### src/rtl/fetch_pkg.sv
// Shared types, constants and helpers for the instruction-fetch block.
package fetch_pkg;

  typedef enum logic [1:0] {
    RUN,
    HALT,
    ERR
  } state_t;

  // Per-cycle decision from the next-PC logic while in RUN.
  typedef enum logic [2:0] {
    ACT_FETCH,
    ACT_HOLD,
    ACT_REDIRECT,
    ACT_HALT,
    ACT_ERR
  } act_t;

  localparam logic [31:0] NOP_INSTR = 32'h0000_0013;
  localparam logic [6:0]  OPC_JAL   = 7'b1101111;

  // Sign-extended J-type immediate (jal offset, bit 0 always zero).
  function automatic logic [31:0] jal_imm(input logic [31:0] instr);
    return {{11{instr[31]}}, instr[31], instr[19:12], instr[20], instr[30:21], 1'b0};
  endfunction

endpackage

### src/rtl/fetch_next_pc.sv
// Combinational next-PC select with alignment and end-of-program checks.
// Optional jal prediction is enabled by FETCH_JAL_PREDICT_EN.
module fetch_next_pc
  import fetch_pkg::*;
#(
  parameter int unsigned ADDR_W     = 32,
  parameter int unsigned IMEM_BYTES = 188
) (
  input  logic [ADDR_W-1:0] pc,
  input  logic              stall,
  input  logic              redirect_valid,
  input  logic [ADDR_W-1:0] redirect_pc,
`ifdef FETCH_JAL_PREDICT_EN
  input  logic [31:0]       instr,
  output logic              predicted_c,
`endif
  output act_t              action_c,
  output logic [ADDR_W-1:0] next_pc_c
);

  localparam logic [ADDR_W-1:0] LAST_PC = ADDR_W'(IMEM_BYTES - 4);

`ifdef FETCH_JAL_PREDICT_EN
  logic              is_jal;
  logic [ADDR_W-1:0] pred_target;

  // Decode a captured jal and form its target from the current pc.
  always_comb begin
    is_jal      = (instr[6:0] == OPC_JAL);
    pred_target = pc + ADDR_W'(jal_imm(instr));
  end
`endif

  // Priority: redirect > stall > end check > (predicted jal) > sequential.
  always_comb begin
    action_c  = ACT_FETCH;
    next_pc_c = pc + ADDR_W'(4);
`ifdef FETCH_JAL_PREDICT_EN
    predicted_c = 1'b0;
`endif
    if (redirect_valid) begin
      if (redirect_pc[1:0] != 2'b00) begin
        action_c  = ACT_ERR;
        next_pc_c = pc;
      end else begin
        action_c  = ACT_REDIRECT;
        next_pc_c = redirect_pc;
      end
    end else if (stall) begin
      action_c  = ACT_HOLD;
      next_pc_c = pc;
    end else if (pc > LAST_PC) begin
      action_c  = ACT_HALT;
      next_pc_c = pc;
    end
`ifdef FETCH_JAL_PREDICT_EN
    else if (is_jal) begin
      if (pred_target[1:0] != 2'b00) begin
        action_c  = ACT_ERR;
        next_pc_c = pc;
      end else begin
        predicted_c = 1'b1;
        next_pc_c   = pred_target;
      end
    end
`endif
  end

endmodule

### src/rtl/fetch_controller.sv
// Instruction-fetch sequencer: owns the PC, drives the instruction memory
// and fills the IF/ID register. FETCH_JAL_PREDICT_EN adds 0-bubble jal.
module fetch_controller
  import fetch_pkg::*;
#(
  parameter int unsigned       ADDR_W     = 32,
  parameter logic [ADDR_W-1:0] RESET_PC   = ADDR_W'(32'h0000_0000),
  parameter int unsigned       IMEM_BYTES = 188
) (
  input  logic              clk,
  input  logic              reset,
  output logic [ADDR_W-1:0] imem_addr,
  input  logic [31:0]       imem_rdata,
  input  logic              stall,
  input  logic              redirect_valid,
  input  logic [ADDR_W-1:0] redirect_pc,
`ifdef FETCH_JAL_PREDICT_EN
  output logic              ifid_predicted,
`endif
  output logic              ifid_valid,
  output logic [ADDR_W-1:0] ifid_pc,
  output logic [31:0]       ifid_instr,
  output logic [ADDR_W-1:0] ifid_pc_plus4,
  output logic              halted,
  output logic              misalign_err
);

  state_t            state;
  logic [ADDR_W-1:0] pc;
  act_t              action;
  logic [ADDR_W-1:0] next_pc;
`ifdef FETCH_JAL_PREDICT_EN
  logic              predicted;
`endif

  // Memory address is the live PC register.
  assign imem_addr = pc;

  fetch_next_pc #(
    .ADDR_W     (ADDR_W),
    .IMEM_BYTES (IMEM_BYTES)
  ) u_next_pc (
    .pc             (pc),
    .stall          (stall),
    .redirect_valid (redirect_valid),
    .redirect_pc    (redirect_pc),
`ifdef FETCH_JAL_PREDICT_EN
    .instr          (imem_rdata),
    .predicted_c    (predicted),
`endif
    .action_c       (action),
    .next_pc_c      (next_pc)
  );

  // Fetch FSM with PC and IF/ID register updates.
  always_ff @(posedge clk) begin
    if (reset) begin
      state         <= RUN;
      pc            <= RESET_PC;
      ifid_valid    <= 1'b0;
      ifid_pc       <= '0;
      ifid_instr    <= NOP_INSTR;
      ifid_pc_plus4 <= '0;
      halted        <= 1'b0;
      misalign_err  <= 1'b0;
`ifdef FETCH_JAL_PREDICT_EN
      ifid_predicted <= 1'b0;
`endif
    end else begin
      case (state)
        RUN: begin
          case (action)
            ACT_FETCH: begin
              ifid_instr    <= imem_rdata;
              ifid_pc       <= pc;
              ifid_pc_plus4 <= pc + ADDR_W'(4);
              ifid_valid    <= 1'b1;
              pc            <= next_pc;
`ifdef FETCH_JAL_PREDICT_EN
              ifid_predicted <= predicted;
`endif
            end
            ACT_REDIRECT: begin
              pc         <= next_pc;
              ifid_valid <= 1'b0;
`ifdef FETCH_JAL_PREDICT_EN
              ifid_predicted <= 1'b0;
`endif
            end
            ACT_HALT: begin
              state      <= HALT;
              halted     <= 1'b1;
              ifid_valid <= 1'b0;
`ifdef FETCH_JAL_PREDICT_EN
              ifid_predicted <= 1'b0;
`endif
            end
            ACT_ERR: begin
              state        <= ERR;
              halted       <= 1'b1;
              misalign_err <= 1'b1;
              ifid_valid   <= 1'b0;
`ifdef FETCH_JAL_PREDICT_EN
              ifid_predicted <= 1'b0;
`endif
            end
            default: ;  // ACT_HOLD: PC and IF/ID keep their values
          endcase
        end
        default: ;      // HALT / ERR are left only through reset
      endcase
    end
  end

endmodule

### config.mk
export PLATFORM = sky130hd
export DESIGN_NAME = fetch_controller
export DESIGN_NICKNAME = d
export VERILOG_FILES = /design/src/rtl/fetch_pkg.sv /design/src/rtl/fetch_next_pc.sv /design/src/rtl/fetch_controller.sv
export SDC_FILE = /design/constraint.sdc
export NUM_CORES = 1
export LEC_CHECK = 0
export ABC_CLOCK_PERIOD_IN_PS = 2600
export CELL_PAD_IN_SITES_DETAIL_PLACEMENT = 1
export CELL_PAD_IN_SITES_GLOBAL_PLACEMENT = 1
export CORE_ASPECT_RATIO = 1.1
export CORE_MARGIN = 4
export CORE_UTILIZATION = 30
export DETAILED_ROUTE_END_ITERATION = 10
export GPL_TIMING_DRIVEN = 0
export PLACE_DENSITY = 0.9
export REMOVE_ABC_BUFFERS = 1
export SKIP_CTS_REPAIR_TIMING = 1
export SLEW_MARGIN = 0
export SYNTH_ARGS = -nofsm -noshare
export SYNTH_HDL_FRONTEND = slang
export SYNTH_SLANG_ARGS = --single-unit
### constraint.sdc
create_clock -name clk -period 2.6 [get_ports clk]
set_input_delay 0.39 -clock clk [delete_from_list [all_inputs] [get_ports clk]]
set_output_delay 0.39 -clock clk [all_outputs]
set_load 0.005 [all_outputs]
=== Word level (Yosys, flattened, before mapping) ===
Cells that the tools add are included.

* Bits in registers: 133
* Output and inout bits: 131

* Add/subtract/negate cells: 1
* Magnitude comparators: 1
* Equal/unequal tests: 6
* Multiplexer cells: 10
* Reduce and logical (&&, ||, !) cells: 14

{| class="wikitable"
|+ Operators by type and width
! kind !! count
|-
| 32-bit 2-to-1 mux || 4
|-
| 32-bit by 3-bit adder with 32-bit output, second input constant || 1
|-
| 32-bit by 8-bit greater-than comparator with 1-bit output, second input constant || 1
|-
| 2-bit AND reduction || 5
|-
| 3-bit 2-to-1 mux || 3
|-
| 3-bit by 2-bit == test with 1-bit output, second input constant || 2
|-
| 2-bit nonzero test || 3
|-
| 5-bit AND reduction || 1
|-
| 2-bit inequality test, second input constant || 2
|-
| 2-bit case mux with 2 select lines || 1
|-
| 2-bit OR reduction || 2
|-
| 3-bit == test, second input constant || 1
|-
| 3-bit zero test || 1
|-
| 3-bit OR reduction || 1
|-
| 2-bit zero test || 1
|-
| 2-bit 2-to-1 mux || 1
|-
| 2-bit by 1-bit inequality test with 1-bit output, second input constant || 1
|-
| 1-bit case mux with 2 select lines || 1
|}

=== Depth between registers and ports, before layout ===
* Depth after elaboration: 8
* Depth in mapped cells: 10
* Mapped depth without buffers: 8

=== Modules after synthesis ===
From an unflattened synthesis, not the netlist that was laid out.

* Cell total of the unflattened synthesis: 733
* Area total of the unflattened synthesis: 5,982.0 um^2

{| class="wikitable"
|+ Modules (own cells, without submodules)
! module !! instances !! cells each !! area an instance (um^2) !! sequential area each (um^2)
|-
| fetch_controller || 1 || 640 || 5,222.5 || 2,622.5
|-
| fetch_next_pc || 1 || 93 || 759.5 || 0.0
|}

=== Worst setup path before layout ===
Ideal clock, no wire load.

* Kind: flip-flop to flip-flop
* From: register pc[3], in the netlist imem_addr[3]
* To: register ifid_pc[10]
* Arrival: 1,918 ps
* Path slack: 567 ps
* Cell stages (with the launch flop): 9
* Buffers on the path: 2
* Clock period less this slack: 2,033 ps
* Cell sequence: dfxtp_1 > ha_1 > nor3b_1 > a2bb2oi_1 > nor3b_2 > nor2_1 > clkbuf_1 > clkbuf_1 > and2_1

* Cells in the longest elaborated chain, start to end: 6

{| class="wikitable"
|+ Ends and longest elaborated chain
! element !! RTL line !! source
|-
| start: declaration || fetch_controller.sv:29 || <nowiki>logic [ADDR_W-1:0] pc;</nowiki>
|-
| start signal: assignment || fetch_controller.sv:78 || <nowiki>pc <= next_pc;</nowiki>
|-
| start signal: assignment || fetch_controller.sv:84 || <nowiki>pc <= next_pc;</nowiki>
|-
| 32-bit by 8-bit greater-than comparator with 1-bit output || fetch_next_pc.sv:52 || <nowiki>end else if (pc > LAST_PC) begin</nowiki>
|-
| 2-bit 2-to-1 mux || fetch_next_pc.sv:52 ||
|-
| 3-bit 2-to-1 mux || fetch_next_pc.sv:49 || <nowiki>end else if (stall) begin</nowiki>
|-
| 3-bit 2-to-1 mux || fetch_next_pc.sv:41 || <nowiki>if (redirect_valid) begin</nowiki>
|-
| 3-bit zero test || fetch_controller.sv:72 || <nowiki>case (action)</nowiki>
|-
| 2-bit AND reduction (no line) || n/a ||
|-
| end signal: assignment || fetch_controller.sv:75 || <nowiki>ifid_pc <= pc;</nowiki>
|-
| end: declaration || fetch_controller.sv:21 || <nowiki>output logic [ADDR_W-1:0] ifid_pc,</nowiki>
|}

Every way passes these cells.
A chain may end at the register's enable or synchronous reset.

=== Worst setup path in the final report ===
* From: register pc[2], in the netlist imem_addr[2]
* To: register pc[19], in the netlist imem_addr[19]

* Cells in the longest elaborated chain, start to end: 7
* Elaborated cells on any way between the ends: 13

{| class="wikitable"
|+ Ends and longest elaborated chain
! element !! RTL line
|-
| 32-bit by 8-bit greater-than comparator with 1-bit output || fetch_next_pc.sv:52
|-
| 2-bit 2-to-1 mux || fetch_next_pc.sv:52
|-
| 3-bit 2-to-1 mux || fetch_next_pc.sv:49
|-
| 3-bit 2-to-1 mux || fetch_next_pc.sv:41
|-
| 3-bit by 2-bit == test with 1-bit output or 3-bit zero test (tied branches) || fetch_controller.sv:72
|-
| 2-bit OR reduction (no line) || n/a
|-
| 5-bit AND reduction (no line) || n/a
|}

Parallel ways exist; a longest one is shown, timed or not. The select of a mux whose other input is x is not followed.

==> key figures <==
Run status
  – Status: finished clean

Global routing
  – Vias in the first global route: 4,618
  – Overflow after GRT: 0
  – Initial antenna violation count: 0
  – First-pass GRT wire length: 24,700 µm
  – GRT Util Overall: 17.3%
  – Pin count of the biggest net entering global routing: 85

Floorplan
  – Die Wd: 128 µm
  – Number of placed I/O pins: 199
  – Die H: 140 µm
  – Core area: 0.0153 mm²
  – FP Rows: 47
  – Initial Util: 31.0%
  – Die Area: 0.0179 mm²

Power
  – Leakage power: 0.00267 µW
  – Clock share of power: 44.3%
  – PwrDens: 689 mW/mm²
  – Internal: 3820 µW
  – Net Sw Frac: 26.0%
  – Worst vdd ir: 0.000440 V
  – Combinational share of power: 13.6%
  – Sw power: 1340 µW
  – Sequential share of power: 42.2%

STA
  – Final Setup Violations: 0
  – Worst Max-Slew Pin Slew: 0.954 ns
  – Max frequency: 413 MHz
  – Fin Clk Skew: 0.00673 ns
  – Worst rel slew slack: 36.4%
  – Fin crit share: 93.2%
  – RSZ-0062 raised after global routing: no
  – Endpoints failing hold: 0
  – Fin. max-slew vios: 0
  – Hold Slack: 0.453 ns
  – Minimum clock period: 2.42 ns

Setup path
  – Crit. End Element: register
  – Setup CP Type: reg -> reg
  – Crit Path Max Fanout: 28
  – Slowest stage delay, CP: 0.43 ns
  – Slowest-stage cell, CP: or3b_4
  – Arrival @ worst endpoint: 2.74 ns
  – Largest delay contributor family on the critical path: simple AND/OR/NAND/NOR gates
  – Req. time, crit path: 2.92 ns
  – CP bufs+invs: 2
  – Critical Path Source Type: register
  – Sequence of cells on the critical path: inv_1, ha_1, nor3b_1, a2bb2oi_2, or3b_4, buf_12, nand2_8, a21oi_1, a311oi_1

Detailed routing
  – Drc violations: 0
  – Initial DRC count: 157
  – Post-Route WL: 15,500 µm
  – Remaining antenna violation count: 0
  – Vias per cell: 4.80
  – Average wire per standard cell: 16.7 µm
  – Routed vias: 4,465
  – First-pass DRT Iterations: 4

Clock network
  – Worst skew pair latency: 0.41 ns
  – Clk slew on worst S/H paths: 0.06 ns
  – Inserted Clock Buffers: 17
  – Clock Path Buffers: 2
  – CTS tree: done
  – Sink Count: 131
  – H-Tree Level Count: 4
  – CTS root buffer: clkbuf_16

Yosys
  – Seq cells post-synth: 131
  – Ys flop type: dfxtp_1
  – Post-Syn Instances: 536
  – Post-synthesis sequential area ratio: 55.4%
  – Library cells used by synthesis: 45
  – Post-synth EDFFs: 0
  – Yosys Warn Count: 0
  – Asr flop ratio synth: 0%
  – Syn Area/Cell: 8.83 µm²
  – Synthesized area: 0.00473 mm²

Layout
  – Area of the multi-input gates: 0.00196 mm²
  – Area Overhead vs Synth: 58.2%
  – N_diodes: 0
  – Total Nets Final: 791
  – Register Area: 0.00262 mm²
  – Core Util, Final: 49.0%
  – Layout cells sized above 1: 6.54%
  – FILL cells: 1,719
  – Fin cells: 930

Hold path
  – Worst hold path class: reg -> reg

Flow run
  – Max cap viols: 0

Placement
  – GPL Wtd Cong: 0.754
  – HPWL Detailed: 11,100 µm
  – Dpl cells: 896
  – Port bufs: 198
==> layout by cell type, fill, tap and decap left out, drive strengths merged, types with 2 or more instances in the layout <==
master,Yosys,final
dfxtp,131,131
nor3b,3,3
nor4,5,5
buf,13,8
nor2b,2,2
nand3b,3,3
clkinvlp,0,4
nand2,119,119
a2bb2oi,2,2
a211oi,7,7
nor2,25,25
nand3,22,22
a311oi,6,6
and3,3,3
a21oi,66,66
clkbuf,25,19
clkinv,0,4
inv,2,6
and2,52,52
nor3,7,7
mux2i,3,3
o31ai,5,5
or3,2,2
o21ai,5,5
clkdlybuf4s50,0,196
xnor2,3,3
nand4,5,5
a22oi,4,4
nand2b,3,3
ha,2,2
==> cell type report <==
type	count	share of cell area, %
sequential	131	35.0
timing repair buffer	204	27.8
tap	196	3.27
clock buffer	19	5.91
inverter	2	0.100
clock inverter	13	1.69
multi-input combinational	365	26.2
==> worst paths after layout <==
kind | startpoint | endpoint | slack (ns) | depth (start not counted)
worst max register to register | imem_addr[2] | imem_addr[19] | 0.18 | 9
worst min register to register | ifid_pc[5] | ifid_pc[5] | 0.45 | 2
worst min-delay path | ifid_pc[5] | ifid_pc[5] | 0.45 | 2
worst max-delay path | imem_addr[2] | imem_addr[19] | 0.18 | 9
==> worst register-to-register path, delay by kind of cell (launching register included) <==
family | cells | cell delay [ns]
flops | 1 | 0.39
buf+inv | 2 | 0.27
simple gates | 3 | 0.90
compound gates | 3 | 0.63
fa+ha+maj | 1 | 0.13
==> Yosys cell counts (all sizes together), types with 2 or more instances <==
library cell  count  share of area (%)
dfxtp           131                 55
nand2           119                9.8
a21oi            66                7.0
and2             52                6.9
clkbuf           25                2.0
nor2             25                2.0
nand3            22                2.3
buf              13                1.7
a211oi            7                1.2
nor3              7               0.74
a311oi            6                1.1
nand4             5               0.66
nor4              5               0.66
o21ai             5               0.53
o31ai             5               0.79
a22oi             4               0.63
and3              3               0.40
mux2i             3               0.63
nand2b            3               0.40
nand3b            3               0.48
nor3b             3               0.58
xnor2             3               0.56
a2bb2oi           2               0.37
ha                2               0.53
inv               2               0.16
nor2b             2               0.26
or3               2               0.26
==> kinds of logic (layout without fill, tap and decap cells) <==
| family | Yosys count | in the layout | synth area share (%) |
|---|---|---|---|
| flip-flops | 131 | 131 | 55.4 |
| buffers and inverters | 40 | 238 | 3.86 |
| AND/OR/NAND/NOR | 254 | 254 | 26.0 |
| multiplexers | 3 | 3 | 0.634 |
| adder cells (fa/ha/maj) | 2 | 2 | 0.528 |
| AO/OA/AOI/OAI | 102 | 102 | 12.9 |
| XOR/XNOR | 4 | 4 | 0.740 |
==> metal layers <==
layer / up-vias / global-route usage [%] / share of wire, %
met2: 141 / 30.5 / 51
met4: 0 / 5.47 / 1.8
met5: - / 0 / 0
li1: 2179 / - / -
met1: 2129 / 19.7 / 41
met3: 16 / 5.60 / 6.1
==> flip-flops by register name, indices dropped and copies added (netlist names) <==
| name | flops |
|---|---|
| ifid_pc | 32 |
| ifid_valid | 1 |
| misalign_err | 1 |
| imem_addr | 32 |
| halted | 1 |
| ifid_instr | 32 |
| ifid_pc_plus4 | 30 |
| state | 2 |
==> power groups by stage <==
stage | logic (µW) | registers [µW] | clock network (µW)
final | 699 | 2170 | 2280
after global placement | 649 | 2210 | 0
after CTS | 701 | 2170 | 2350
after floorplan | 255 | 2210 | 0
after global routing | 771 | 2190 | 2440
after detailed placement | 698 | 2220 | 0
==> per-stage QoR <==
step	setup TNS (ns)	area (µm²)	power, µW	setup slack, ns
3_5_place_dp	-45.14	6880	2920	-0.733
4_1_cts	-29.87	7450	5220	-0.604
2_1_floorplan	-89.53	4560	2460	-1.27
5_1_grt	0	7490	5400	0.00895
6_report	0	7490	5160	0.177
3_3_place_gp	-513.59	6790	2860	-5.30
(Power assumes the default switching activity.)
